[config.mk]
export PLATFORM = sky130hd
export DESIGN_NAME = addsum_ctrl
export DESIGN_NICKNAME = d
export VERILOG_FILES = /design/src/rtl/addsum_ctrl.sv
export SDC_FILE = /design/constraint.sdc
export NUM_CORES = 1
export LEC_CHECK = 0
export ABC_AREA = 1
export CORE_ASPECT_RATIO = 0.5
export CORE_MARGIN = 4
export CORE_UTILIZATION = 39
export CTS_CLUSTER_DIAMETER = 50
export DETAILED_ROUTE_END_ITERATION = 16
export GPL_TIMING_DRIVEN = 0
export PLACE_DENSITY = 0.57
export SLEW_MARGIN = 20
export SYNTH_ARGS = -nofsm -noshare
export SYNTH_HDL_FRONTEND = slang
export SYNTH_SLANG_ARGS = --single-unit
[constraint.sdc]
create_clock -name I_clk -period 7 [get_ports I_clk]
set_input_delay 0.7 -clock I_clk [delete_from_list [all_inputs] [get_ports I_clk]]
set_output_delay 0.7 -clock I_clk [all_outputs]
set_load 0.02 [all_outputs]
[src/rtl/addsum_ctrl.sv]
// addsum_ctrl: N-pass read-modify-write sequencer for the accumulate-sum RAM.
// Pass 0 writes incoming words straight into the RAM. Passes 1..N-1 read the
// partial sum, add the new word and write the result back. The last pass also
// streams the final sums downstream.
// Word pipeline, with I_dv_p2 seen in cycle t:
//   t+1 read issue, t+2 data/rdata aligned + add, t+3 write issue.
// Optional build macro: ADDSUM_SAT_EN selects a signed saturating add in place
// of the default wrap-around add.
module addsum_ctrl #(
  parameter int C_DSIZE   = 32,
  parameter int C_ASIZE   = 10,
  parameter int C_LENSIZE = 9,
  parameter int C_PASSIZE = 8
) (
  input  logic                 I_clk,
  input  logic                 I_rst_n,
  input  logic                 I_start,
  input  logic [C_LENSIZE-1:0] I_len,
  input  logic [C_PASSIZE-1:0] I_npass,
  input  logic                 I_dv_p2,
  input  logic                 I_dv,
  input  logic [C_DSIZE-1:0]   I_din,
  output logic                 O_rd,
  output logic [C_ASIZE-1:0]   O_raddr,
  input  logic [C_DSIZE-1:0]   I_rdata,
  output logic                 O_wr,
  output logic [C_ASIZE-1:0]   O_waddr,
  output logic [C_DSIZE-1:0]   O_wdata,
  output logic                 O_sum_dv,
  output logic [C_DSIZE-1:0]   O_sum,
  output logic                 O_busy,
  output logic                 O_done
);

  typedef enum logic [1:0] {
    IDLE = 2'd0,
    RUN  = 2'd1,
    DONE = 2'd2
  } state_t;

  localparam logic [C_DSIZE-1:0] SUM_MAX = {1'b0, {(C_DSIZE-1){1'b1}}};
  localparam logic [C_DSIZE-1:0] SUM_MIN = {1'b1, {(C_DSIZE-1){1'b0}}};

  state_t               state;

  // job configuration, latched at start (stored as last index)
  logic [C_ASIZE-1:0]   len_m1;
  logic [C_PASSIZE-1:0] npass_m1;

  // read side: address/pass of the next accepted word
  logic [C_ASIZE-1:0]   rptr;
  logic [C_PASSIZE-1:0] rd_pass;
  logic                 rd_end;     // all len*npass words accepted

  // write side: address/pass of the next write; this pass counter owns job end
  logic [C_ASIZE-1:0]   wptr;
  logic [C_PASSIZE-1:0] wr_pass;

  // pipeline tracking
  logic                 s1_vld;     // word in its read-issue cycle
  logic                 s2_vld;     // word in its add cycle
  logic [C_ASIZE-1:0]   s2_addr;

  // previous cycle's write, second bypass entry
  logic                 wr_d;
  logic [C_ASIZE-1:0]   waddr_d;
  logic [C_DSIZE-1:0]   wdata_d;

  logic                 accept;
  logic                 wr_wrap;
  logic                 wr_last_pass;
  logic [C_DSIZE-1:0]   fwd;
  logic [C_DSIZE-1:0]   addend;
  logic [C_DSIZE-1:0]   din_eff;
  logic [C_DSIZE-1:0]   sum;

  assign accept       = (state == RUN) && I_dv_p2 && !rd_end;
  assign wr_wrap      = (wptr == len_m1);
  assign wr_last_pass = (wr_pass == npass_m1);

  // Read-first RAM: the word read in t+1 misses the writes landing in t+1 and
  // t+2, so those two writes are checked newest-first before trusting I_rdata.
  always_comb begin
    fwd = I_rdata;
    if (O_wr && (O_waddr == s2_addr))
      fwd = O_wdata;
    else if (wr_d && (waddr_d == s2_addr))
      fwd = wdata_d;
  end

  // Pass 0 overwrites stale RAM contents; a missing I_dv contributes zero so
  // the pointers stay locked to the I_dv_p2 sequence.
  always_comb begin
    addend  = (wr_pass == '0) ? '0 : fwd;
    din_eff = I_dv ? I_din : '0;
  end

`ifdef ADDSUM_SAT_EN
  logic [C_DSIZE:0] sum_x;

  // Signed saturating add: overflow shows as disagreement of the two top bits.
  always_comb begin
    sum_x = {addend[C_DSIZE-1], addend} + {din_eff[C_DSIZE-1], din_eff};
    sum   = sum_x[C_DSIZE-1:0];
    if (sum_x[C_DSIZE] != sum_x[C_DSIZE-1])
      sum = sum_x[C_DSIZE] ? SUM_MIN : SUM_MAX;
  end
`else
  // Plain modulo-2^C_DSIZE add; the saturation limits are unused here.
  always_comb begin
    sum = addend + din_eff;
    if (SUM_MAX == SUM_MIN) sum = '0;
  end
`endif

  // Control FSM, pointers, pipeline and all registered outputs.
  always_ff @(posedge I_clk or negedge I_rst_n) begin
    if (!I_rst_n) begin
      state    <= IDLE;
      len_m1   <= '0;
      npass_m1 <= '0;
      rptr     <= '0;
      rd_pass  <= '0;
      rd_end   <= 1'b0;
      wptr     <= '0;
      wr_pass  <= '0;
      s1_vld   <= 1'b0;
      s2_vld   <= 1'b0;
      s2_addr  <= '0;
      wr_d     <= 1'b0;
      waddr_d  <= '0;
      wdata_d  <= '0;
      O_rd     <= 1'b0;
      O_raddr  <= '0;
      O_wr     <= 1'b0;
      O_waddr  <= '0;
      O_wdata  <= '0;
      O_sum_dv <= 1'b0;
      O_sum    <= '0;
      O_busy   <= 1'b0;
      O_done   <= 1'b0;
    end else begin
      O_rd     <= 1'b0;
      O_wr     <= 1'b0;
      O_sum_dv <= 1'b0;
      O_done   <= 1'b0;
      s1_vld   <= accept;
      s2_vld   <= s1_vld;
      wr_d     <= O_wr;
      waddr_d  <= O_waddr;
      wdata_d  <= O_wdata;

      // stage 1: issue the read (never on pass 0) and step the read pointer
      if (accept) begin
        O_rd    <= (rd_pass != '0);
        O_raddr <= rptr;
        if (rptr == len_m1) begin
          rptr <= '0;
          if (rd_pass == npass_m1) rd_end  <= 1'b1;
          else                     rd_pass <= rd_pass + C_PASSIZE'(1);
        end else begin
          rptr <= rptr + C_ASIZE'(1);
        end
      end

      if (s1_vld) s2_addr <= O_raddr;

      // stage 2: register the sum as a write; the wrap of the last pass ends the job
      if (s2_vld) begin
        O_wr    <= 1'b1;
        O_waddr <= wptr;
        O_wdata <= sum;
        if (wr_last_pass) begin
          O_sum_dv <= 1'b1;
          O_sum    <= sum;
        end
        if (wr_wrap) begin
          wptr <= '0;
          if (wr_last_pass) begin
            state  <= DONE;
            O_done <= 1'b1;
          end else begin
            wr_pass <= wr_pass + C_PASSIZE'(1);
          end
        end else begin
          wptr <= wptr + C_ASIZE'(1);
        end
      end

      case (state)
        IDLE: begin
          if (I_start) begin
            len_m1   <= C_ASIZE'(I_len) - C_ASIZE'(1);
            npass_m1 <= I_npass - C_PASSIZE'(1);
            rptr     <= '0;
            rd_pass  <= '0;
            rd_end   <= 1'b0;
            wptr     <= '0;
            wr_pass  <= '0;
            O_busy   <= 1'b1;
            if ((I_len == '0) || (I_npass == '0)) begin
              state  <= DONE;
              O_done <= 1'b1;
            end else begin
              state <= RUN;
            end
          end
        end
        DONE: begin
          state  <= IDLE;
          O_busy <= 1'b0;
        end
        default: ;
      endcase
    end
  end

endmodule

==> summary.md, run 1 <==
| Metric | Value |
|---|---|
| Top cell type's share of synthesized area | 0.440 |
| Most frequent cells after synthesis | 462 x nand2_1, 201 x dfrtp_1, 153 x inv_1, 127 x o21ai_0, 96 x nor2_1 |
| Maxcap violations | 0 |
| Worst hold path class | input port to async pin |
| Post-Syn Area | 0.0114 mm² |
| Initial antenna violation count | 0 |
| Total routed wirelength | 36.1 mm |
| VDD IR max | 0.000200 V |
| Hold-fix buffers at CTS | 0 |
| Row cnt | 43 |
| Net switching power | 1270 µW |
| CP delay by family, top | simple AND/OR/NAND/NOR gates |
| Post-DP HPWL | 28.1 mm |
| Final Setup Violations | 0 |
| Fraction of layout instances using a drive strength above 1 | 0.0417 |
| Number of non-filler instances in the completed layout | 2085 |
| Avg Synthesized Cell Area | 7.69 µm² |
| Number of global-route vias before repair | 10.4k |
| Fin crit share | 0.603 |
| Chip height | 129 µm |
| Via count | 10.6k |
| Largest net degree at the start of global routing | 93 |
| Post-synth cell types | 48 |
| Reg power frac | 0.405 |
| Most common flop cell mapped by yosys | dfrtp_1 |
| Warnings, synthesis | 0 |
| CTS sink count | 201 |
| GRT overflow | 0 |
| Clock share of power | 0.322 |
| Seq/Total Area, Yosys | 0.440 |
| Pwr per Cell Area | 260 mW/mm² |
| Skew-Pair Late Insertion Delay | 520 ps |
| Die area | 0.0323 mm² |
| First-pass GRT wire length | 57.3 mm |
| Placed insts | 2045 |
| Initial Util | 0.404 |
| Total number of H-tree levels | 1 |
| Slowest cell on crit path | dfrtp_1 |
| Async set-reset flop share out of synthesis | 1.00 |
| # IOs | 175 |
| Clock transition at path regs | 60 ps |
| DRC errors left | 0 |
| Antenna-violating nets left | 0 |
| Avg WL per Cell | 17.3 µm |
| Die Span X | 250 µm |
| Nets | 1814 |
| Arrival time of the worst setup path | 4630 ps |
| Final hold violation count | 0 |
| CP Cell Sequence | xor2_1, nor2_1, nand2_1, nor2_1, nand2_1, clkbuf_1, o21ai_0, a21oi_1, ha_1, fa_1, nand2_1, nand2_1, o21ai_1, o21ai_2, nand2_1, nand2_1, nand2_1, nand2_1, or2_2, nand3_1, nand2_1 |
| Syn_nets | 1614 |
| Register Area | 0.00503 mm² |
| Fill count | 2814 |
| First drt pass iteration count | 5 |
| Switching Share | 0.339 |
| Crit path time final | 4220 ps |
| Routed vias/inst | 5.07 |
| Crit-path max FO | 10 |
| P&R area growth vs syn | 26.5% |
| Buf+Inv Stages, Crit Path | 1 |
| Seq cells post-synth | 201 |
| CP startpoint kind | register |
| Ant diodes | 0 |
| Reg2Reg Launch Point | O_waddr[4] |
| Worst Skew | 8.74 ps |
| Core area | 0.0283 mm² |
| CTS tree | built |
| Worst Path Required | 7400 ps |
| Crit. End Element | register |
| Most frequent cell after synthesis | nand2_1 |
| Slew @ Worst Pin | 806 ps |
| Total power | 3760 µW |
| Slew Limit Fails | 0 |
| Most common cell on crit path | nand2_1 |
| P_int | 2490 µW |
| Logic pwr share | 0.273 |
| Critical Path Source | O_waddr[4] |
| Number of synthesized flops with an enable pin | 0 |
| Gpl congestion | 0.934 |
| Max-Slew Margin vs Limit | 0.457 |
| Total GRT Usage | 0.220 |
| Static Leak | 0.00708 µW |
| WS Path Type | register to register |
| Post-CTS sizing | 0 |
| Syn Inst Count | 1487 |
| Fmax | 237 MHz |
| Cell taking the most area after synthesis | dfrtp_1 |
| Multi-input logic area | 0.00565 mm² |
| Outcome | completed |
| Largest stage delay, worst path | 440 ps |
| Synth area leaders | dfrtp_1 44%, nand2_1 15%, o21ai_0 5.6% |
| RSZ-0062 raised after global routing | false |
| Root Driver | clkbuf_16 |
| Longest Clk Path Bufs | 3 |
| Initial DRC Count | 767 |
| Total CTS buffers | 22 |
| Post-CTS Setup Bufs | 0 |
| Port Buffer Count | 174 |
power groups by stage:
stage	Clock, µW	Sequential [µW]	Combinational [µW]
floorplan	0	1580	537
global route	1290	1550	1140
finish	1210	1520	1030
CTS	1240	1530	1030
global placement	0	1540	1020
detailed placement	0	1550	1020
layout by cell type (no fill, tap or decap), types with 4 or more instances in the layout:
cell type,Yosys,layout
a21oi_1,95,95
buf_2,6,6
clkbuf_1,31,37
clkbuf_16,0,22
clkbuf_8,0,5
clkdlybuf4s50_1,0,173
dfrtp_1,201,201
ha_1,40,40
inv_1,153,153
mux2i_1,31,31
nand2_1,462,462
nand3_1,66,66
nand3b_1,10,10
nand4_1,15,15
nor2_1,96,96
nor2_4,4,4
nor3_1,23,23
nor4_1,10,10
o21a_1,5,5
o21ai_0,127,127
o31ai_1,4,4
or2_2,10,10
xnor2_1,22,22
xor2_1,33,33
layout make-up:
cell class | count | share of cell area
multi-input cells | 1088 | 0.390
flip-flops and latches | 201 | 0.348
repair buffers | 176 | 0.125
clock buffers | 33 | 0.0444
inverters | 157 | 0.0407
well taps | 382 | 0.0330
plain buffers | 41 | 0.0119
clock inverters | 7 | 0.00735
per-stage QoR:
step / cell area, µm² / utilization / hold slack (ps) / TNS, ps / worst slack, ps
5_1_grt: 14500 / 0.511 / 56.3 / 0 / 2410
3_3_place_gp: 13700 / 0.483 / 382 / -689820 / -3460
4_1_cts: 14500 / 0.511 / 47.8 / 0 / 2870
6_report: 14500 / 0.511 / 55.3 / 0 / 2780
2_1_floorplan: 11400 / - / 349 / 0 / 3800
3_5_place_dp: 13700 / 0.485 / 386 / 0 / 2890
state kept, by name (all words and copies together) (netlist names), 2 cells and up:
name / count
O_waddr: 10
O_wdata: 32
wptr: 10
s2_addr: 10
state: 2
wr_pass: 8
waddr_d: 10
O_raddr: 10
wdata_d: 32
npass_m1: 8
rd_pass: 8
len_m1: 10
O_sum: 32
rptr: 10
cell families (layout without fill, tap and decap cells):
kind of cell / after synthesis / count (layout) / synth area share
flip-flops: 201 / 201 / 0.440
XOR/XNOR: 55 / 55 / 0.0421
AO/OA/AOI/OAI: 249 / 249 / 0.114
multiplexers: 31 / 31 / 0.0271
buffers and inverters: 198 / 414 / 0.0666
AND/OR/NAND/NOR: 712 / 712 / 0.264
adder cells (fa/ha/maj): 41 / 41 / 0.0455
path summary, 6_finish.rpt:
check	to	slack (ps)	cells past startpoint
worst max-delay path	O_wdata[14]	2780	21
worst min-delay path	rptr[9]	60	1
worst max register to register	O_wdata[14]	2780	21
worst min register to register	s2_vld	400	0
max in group asynchronous	O_wdata[25]	5820	3
min in group I_clk	s2_vld	400	0
per-layer routing:
| metal | GRT usage | wire length, µm | vias to the layer above |
|---|---|---|---|
| met5 | 0 | 0 | - |
| met4 | 0.0430 | 648 | 0 |
| met3 | 0.0353 | 1640 | 42 |
| met2 | 0.361 | 16700 | 223 |
| met1 | 0.315 | 17200 | 5073 |
| li1 | - | - | 5223 |
(Power assumes the default switching activity.)
==> inputs of run 2 (changes only) <==
==> constraint.sdc (replaced) <==
create_clock -name I_clk -period 3.9 [get_ports I_clk]
set_input_delay 0.39 -clock I_clk [delete_from_list [all_inputs] [get_ports I_clk]]
set_output_delay 0.39 -clock I_clk [all_outputs]
set_load 0.02 [all_outputs]
==> run 2 against run 1 <==
  * Setup slack lost 2500 ps
  * Worst hold slack gained 310 ps
  * Largest cell class unchanged
  * Die area is the same
  * Largest power group unchanged
==> summary.md, run 2 (same netlist as run 1, synthesis figures left out) <==
| Metric | Value |
|---|---|
| Fin crit share | 0.924 |
| GRT overflow | 0 |
| Multi-input logic area | 0.00574 mm² |
| Fraction of layout instances using a drive strength above 1 | 0.0592 |
| Worst Skew | 14.7 ps |
| Slew @ Worst Pin | 821 ps |
| Maxcap violations | 0 |
| Longest Clk Path Bufs | 3 |
| Chip height | 129 µm |
| Total GRT Usage | 0.221 |
| Post-place setup slack | -205 ps |
| Pwr per Cell Area | 465 mW/mm² |
| P&R area growth vs syn | 27.8% |
| Register Area | 0.00503 mm² |
| Initial Util | 0.404 |
| Total power | 6790 µW |
| Total routed wirelength | 36.3 mm |
| Slew Limit Fails | 0 |
| Routed vias/inst | 5.08 |
| Fill count | 2800 |
| Core area | 0.0283 mm² |
| Die Span X | 250 µm |
| Via count | 10.6k |
| RSZ-0062 raised after global routing | false |
| Gpl congestion | 0.934 |
| CTS sink count | 201 |
| Most frequent cells in the layout | 458 x nand2_1, 201 x dfrtp_1, 173 x clkdlybuf4s50_1 |
| Area after DPL | 0.0137 mm² |
| Row cnt | 43 |
| Reg2reg setup slack | 300 ps |
| WS Path Type | register to register |
| Clock transition at path regs | 60 ps |
| First-pass GRT wire length | 57.3 mm |
| Root Driver | clkbuf_16 |
| Hold slack | 369 ps |
| VDD IR max | 0.000359 V |
| Largest net degree at the start of global routing | 93 |
| Initial antenna violation count | 0 |
| CP startpoint kind | register |
| R2R Path End | O_sum[23] |
| Final hold violation count | 0 |
| Max-Slew Margin vs Limit | 0.453 |
| Arrival time of the worst setup path | 3990 ps |
| Nets | 1817 |
| Worst hold path class | input port to async pin |
| Post-DP HPWL | 28.1 mm |
| Total CTS buffers | 22 |
| Number of global-route vias before repair | 10.5k |
| Final core utilization | 0.517 |
| Skew-Pair Late Insertion Delay | 530 ps |
| Reg2Reg Launch Point | s2_addr[4] |
| Port Buffer Count | 174 |
| Static Leak | 0.00715 µW |
| Crit. End Element | register |
| Total number of H-tree levels | 1 |
| Post-route cell area | 0.0146 mm² |
| Biggest registers after layout | O_sum x32, O_wdata x32, wdata_d x32 |
| Outcome | completed |
| First drt pass iteration count | 7 |
| Worst Path Required | 4280 ps |
| Initial DRC Count | 778 |
| Die area | 0.0323 mm² |
| Final setup margin | 296 ps |
| Fmax | 277 MHz |
| Leading cell type in the layout, fill and taps excluded | nand2_1 |
| # IOs | 175 |
| Final Setup Violations | 0 |
| Antenna-violating nets left | 0 |
| DRC errors left | 0 |
| Avg WL per Cell | 17.4 µm |
| Crit-path max FO | 10 |
| Ant diodes | 0 |
| CTS tree | built |
| Crit path time final | 3600 ps |
| Critical Path Source | s2_addr[4] |
| R2R cell count | 19 |
run 2: cell types whose count changed in the layout (fill, tap and decap cells not counted), sizes merged:
cell / before / now
buf: 13 / 16
clkbuf: 64 / 63
dlygate4sd3: 0 / 1
run 2: worst max-delay path by stage:
stage,to,cells after the start
finish,O_sum[23],19
global placement,O_sum[25],1
CTS,O_wdata[14],21
detailed placement,O_sum[14],23
floorplan,O_sum[14],23
global route,O_wdata[23],19
run 2: metal layers:
metal | wire length [µm] | track usage | vias up
met3 | 1820 | 0.0373 | 49
met4 | 685 | 0.0430 | 0
met1 | 17100 | 0.314 | 5076
li1 | - | - | 5238
met5 | 0 | 0 | -
met2 | 16700 | 0.362 | 245
run 2: layout make-up:
cell class                      instances  area share
Sequential cell                       201       0.344
Buffer                                 41      0.0132
Timing Repair Buffer                  179       0.126
Inverter                              157      0.0403
Tap cell                              382      0.0327
Multi-Input combinational cell       1088       0.393
Clock inverter                          7     0.00728
Clock buffer                           33      0.0439
run 2: critical path, cell delays in order, from the launching register on:
cell and delay, ps:
dfrtp_1 420, inv_1 110, nand2_1 50, nand2_1 50, nand2_1 80, nor2_1 220, nand3_4 200, buf_4 260
mux2i_1 190, a21oi_1 90, ha_1 380, nand3_1 130, nand3_2 140, nand2_1 90, nand3_1 130, nand3_1 120
nand2_2 110, a21oi_1 200, xor2_1 350, o21ai_0 140
run 2: power by group:
part           total [µW]  internal (µW)  leakage (µW)  switching, µW
logic                1880            778       0.00443           1100
clock network        2180           1280      0.000362            895
registers            2740           2420       0.00235            316
total                6790           4480       0.00715           2310
run 2: timing repair:
action,CTS,global route
setup buffers,1,1
hold buffers,1,0
pin swaps,1,2
hold endpoints to repair,39,0
setup endpoints to repair,16,40
gates resized for setup,6,39
run 2: stage by stage:
step,TNS [ps],instances
detailed placement,-1420,2045
global route,0,2088
global placement,-1252650,2043
finish,0,2088
CTS,0,2087
floorplan,0,1487
==> inputs of run 3 (changes only) <==
--- a/config.mk
+++ b/config.mk
@@ -13,7 +13,6 @@
 export DETAILED_ROUTE_END_ITERATION = 16
 export GPL_TIMING_DRIVEN = 0
 export PLACE_DENSITY = 0.57
-export SLEW_MARGIN = 20
 export SYNTH_ARGS = -nofsm -noshare
 export SYNTH_HDL_FRONTEND = slang
 export SYNTH_SLANG_ARGS = --single-unit
==> constraint.sdc (replaced) <==
create_clock -name I_clk -period 4.4 [get_ports I_clk]
set_input_delay 0.44 -clock I_clk [delete_from_list [all_inputs] [get_ports I_clk]]
set_output_delay 0.44 -clock I_clk [all_outputs]
set_load 0.02 [all_outputs]
==> run 3 against run 2 <==
  * The flow now finishes with violations (negative hold slack)
  * Clock power decreased by 16%
  * Cell area decreased by 1.5%
  * Critical path depth decreased by 1
  * Combinational power decreased by 13%
  * Clock skew decreased by 1.7 ps
  * Highest routed layer unchanged
==> summary.md, run 3 (same netlist as run 1, synthesis figures left out) <==
| Metric | Value |
|---|---|
| Slew @ Worst Pin | 891 ps |
| Total GRT Usage | 0.222 |
| Core area | 0.0283 mm² |
| R2R cell count | 18 |
| VDD IR max | 0.000260 V |
| Fmax | 239 MHz |
| Chip height | 129 µm |
| Most frequent cells in the layout | 461 x nand2_1, 201 x dfrtp_1, 173 x clkdlybuf4s50_1 |
| Arrival time of the worst setup path | 4590 ps |
| P&R area growth vs syn | 25.9% |
| Post-DP HPWL | 27.9 mm |
| Most common cell on crit path | nand2_1 |
| Fill count | 2814 |
| Crit path time final | 4190 ps |
| CTS tree | built |
| First-pass GRT wire length | 58.0 mm |
| Net switching power | 2030 µW |
| Outcome | complete, but fails checks |
| Slowest cell on crit path | nand4_1 |
| Gpl congestion | 0.934 |
| Root Driver | clkbuf_16 |
| CP startpoint kind | register |
| Avg WL per Cell | 17.4 µm |
| Total negative slack | 0 ps |
| DRC errors left | 0 |
| Failing checks | negative hold slack |
| # IOs | 175 |
| Logic pwr share | 0.278 |
| Biggest registers after layout | O_sum x32, O_wdata x32, wdata_d x32 |
| Placed insts | 2044 |
| Worst hold path class | input port to async pin |
| Die Span X | 250 µm |
| Port Buffer Count | 174 |
| Fin crit share | 0.953 |
| RSZ-0062 raised after global routing | false |
| Post-CTS sizing | 0 |
| Largest net degree at the start of global routing | 111 |
| Static Leak | 0.00706 µW |
| WS Path Type | register to register |
| Pwr per Cell Area | 410 mW/mm² |
| Die area | 0.0323 mm² |
| Initial antenna violation count | 0 |
| Max-Slew Margin vs Limit | 0.406 |
| P_int | 3880 µW |
| Skew-Pair Late Insertion Delay | 520 ps |
| Nets | 1812 |
| Clock share of power | 0.312 |
| Ant diodes | 0 |
| Maxcap violations | 0 |
| Initial DRC Count | 773 |
| Row cnt | 43 |
| CTS sink count | 201 |
| Number of global-route vias before repair | 10.5k |
| GRT overflow | 0 |
| Hold-fix buffers at CTS | 0 |
| Crit-path max FO | 10 |
| Total CTS buffers | 21 |
| Longest Clk Path Bufs | 3 |
| Antenna-violating nets left | 0 |
| Switching Share | 0.343 |
| Routed vias/inst | 5.06 |
| Final hold violation count | 7 |
| CP Cell Sequence | nor4_1, nand4_1, clkbuf_1, o21ai_0, a21oi_1, ha_1, fa_1, nand2_1, nand2_1, o21ai_1, o21ai_2, nand2_1, nand2_1, nand2_1, nand2_1, or2_2, nand3_1, nand2_1 |
| Reg power frac | 0.411 |
| Via count | 10.5k |
| Fraction of layout instances using a drive strength above 1 | 0.0429 |
| Clock transition at path regs | 60 ps |
| Register Area | 0.00503 mm² |
| Leading cell type in the layout, fill and taps excluded | nand2_1 |
| Final Setup Violations | 0 |
| Post-CTS Setup Bufs | 0 |
| Total number of H-tree levels | 1 |
| Worst Skew | 13.1 ps |
| Multi-input logic area | 0.00565 mm² |
| Total routed wirelength | 36.2 mm |
| Crit. End Element | register |
| First drt pass iteration count | 5 |
| Worst Path Required | 4800 ps |
| Slew Limit Fails | 0 |
| Initial Util | 0.404 |
| Largest stage delay, worst path | 510 ps |
| Total power | 5900 µW |
| Hold slack | -16.9 ps |
| Number of non-filler instances in the completed layout | 2082 |
run 3: cell count changes in the layout (fill, tap and decap cells not counted), sizes merged:
cell / before / now
clkinv: 6 / 10
dlygate4sd3: 1 / 0
clkbuf: 63 / 60
buf: 16 / 11
clkinvlp: 1 / 0
run 3: layer usage:
| layer | global-route usage | wire, µm | part of all wire |
|---|---|---|---|
| met1 | 0.324 | 17300 | 0.48 |
| met2 | 0.367 | 16700 | 0.46 |
| met3 | 0.0315 | 1730 | 0.048 |
| met4 | 0.0306 | 432 | 0.012 |
| met5 | 0 | 0 | 0 |
run 3: layout make-up:
class / instances / area share
Clock buffer: 28 / 0.0404
Timing Repair Buffer: 175 / 0.123
Inverter: 157 / 0.0409
Tap cell: 382 / 0.0332
Sequential cell: 201 / 0.349
Multi-Input combinational cell: 1088 / 0.393
Buffer: 41 / 0.0123
Clock inverter: 10 / 0.00825
run 3: path summary, 6_finish.rpt:
kind	start	endpoint	slack, ps
setup / recovery	wr_pass[2]	O_sum[14]	210
hold / removal	I_rst_n	O_raddr[7]	-20
setup reg to reg	wr_pass[2]	O_sum[14]	210
hold reg to reg	s1_vld	s2_vld	400
max in group asynchronous	I_rst_n	O_sum[26]	3450
min in group I_clk	s1_vld	s2_vld	400
run 3: per-stage QoR:
step / worst slack, ps / util / cell area, µm²
2_1_floorplan: 1200 / - / 11400
3_3_place_gp: -5800 / 0.483 / 13700
4_1_cts: 214 / 0.508 / 14400
3_5_place_dp: 270 / 0.484 / 13700
6_report: 209 / 0.509 / 14400
5_1_grt: 26.0 / 0.509 / 14400
run 3: worst max-delay path: cells and delay by family (launching register included):
kind | cells | cell delay (ps)
and+or+nand+nor | 11 | 1930
adders and majority gates | 2 | 700
AOI/OAI and AO/OA | 4 | 530
DFF | 1 | 450
buffers and inverters | 1 | 450
run 3: power by group through the flow:
stage / Sequential [µW] / Combinational (µW) / Clock [µW]
after floorplan: 2520 / 855 / 0
after global placement: 2450 / 1620 / 0
after detailed placement: 2460 / 1630 / 0
after CTS: 2420 / 1640 / 1890
after global routing: 2470 / 1830 / 1970
final: 2420 / 1640 / 1840
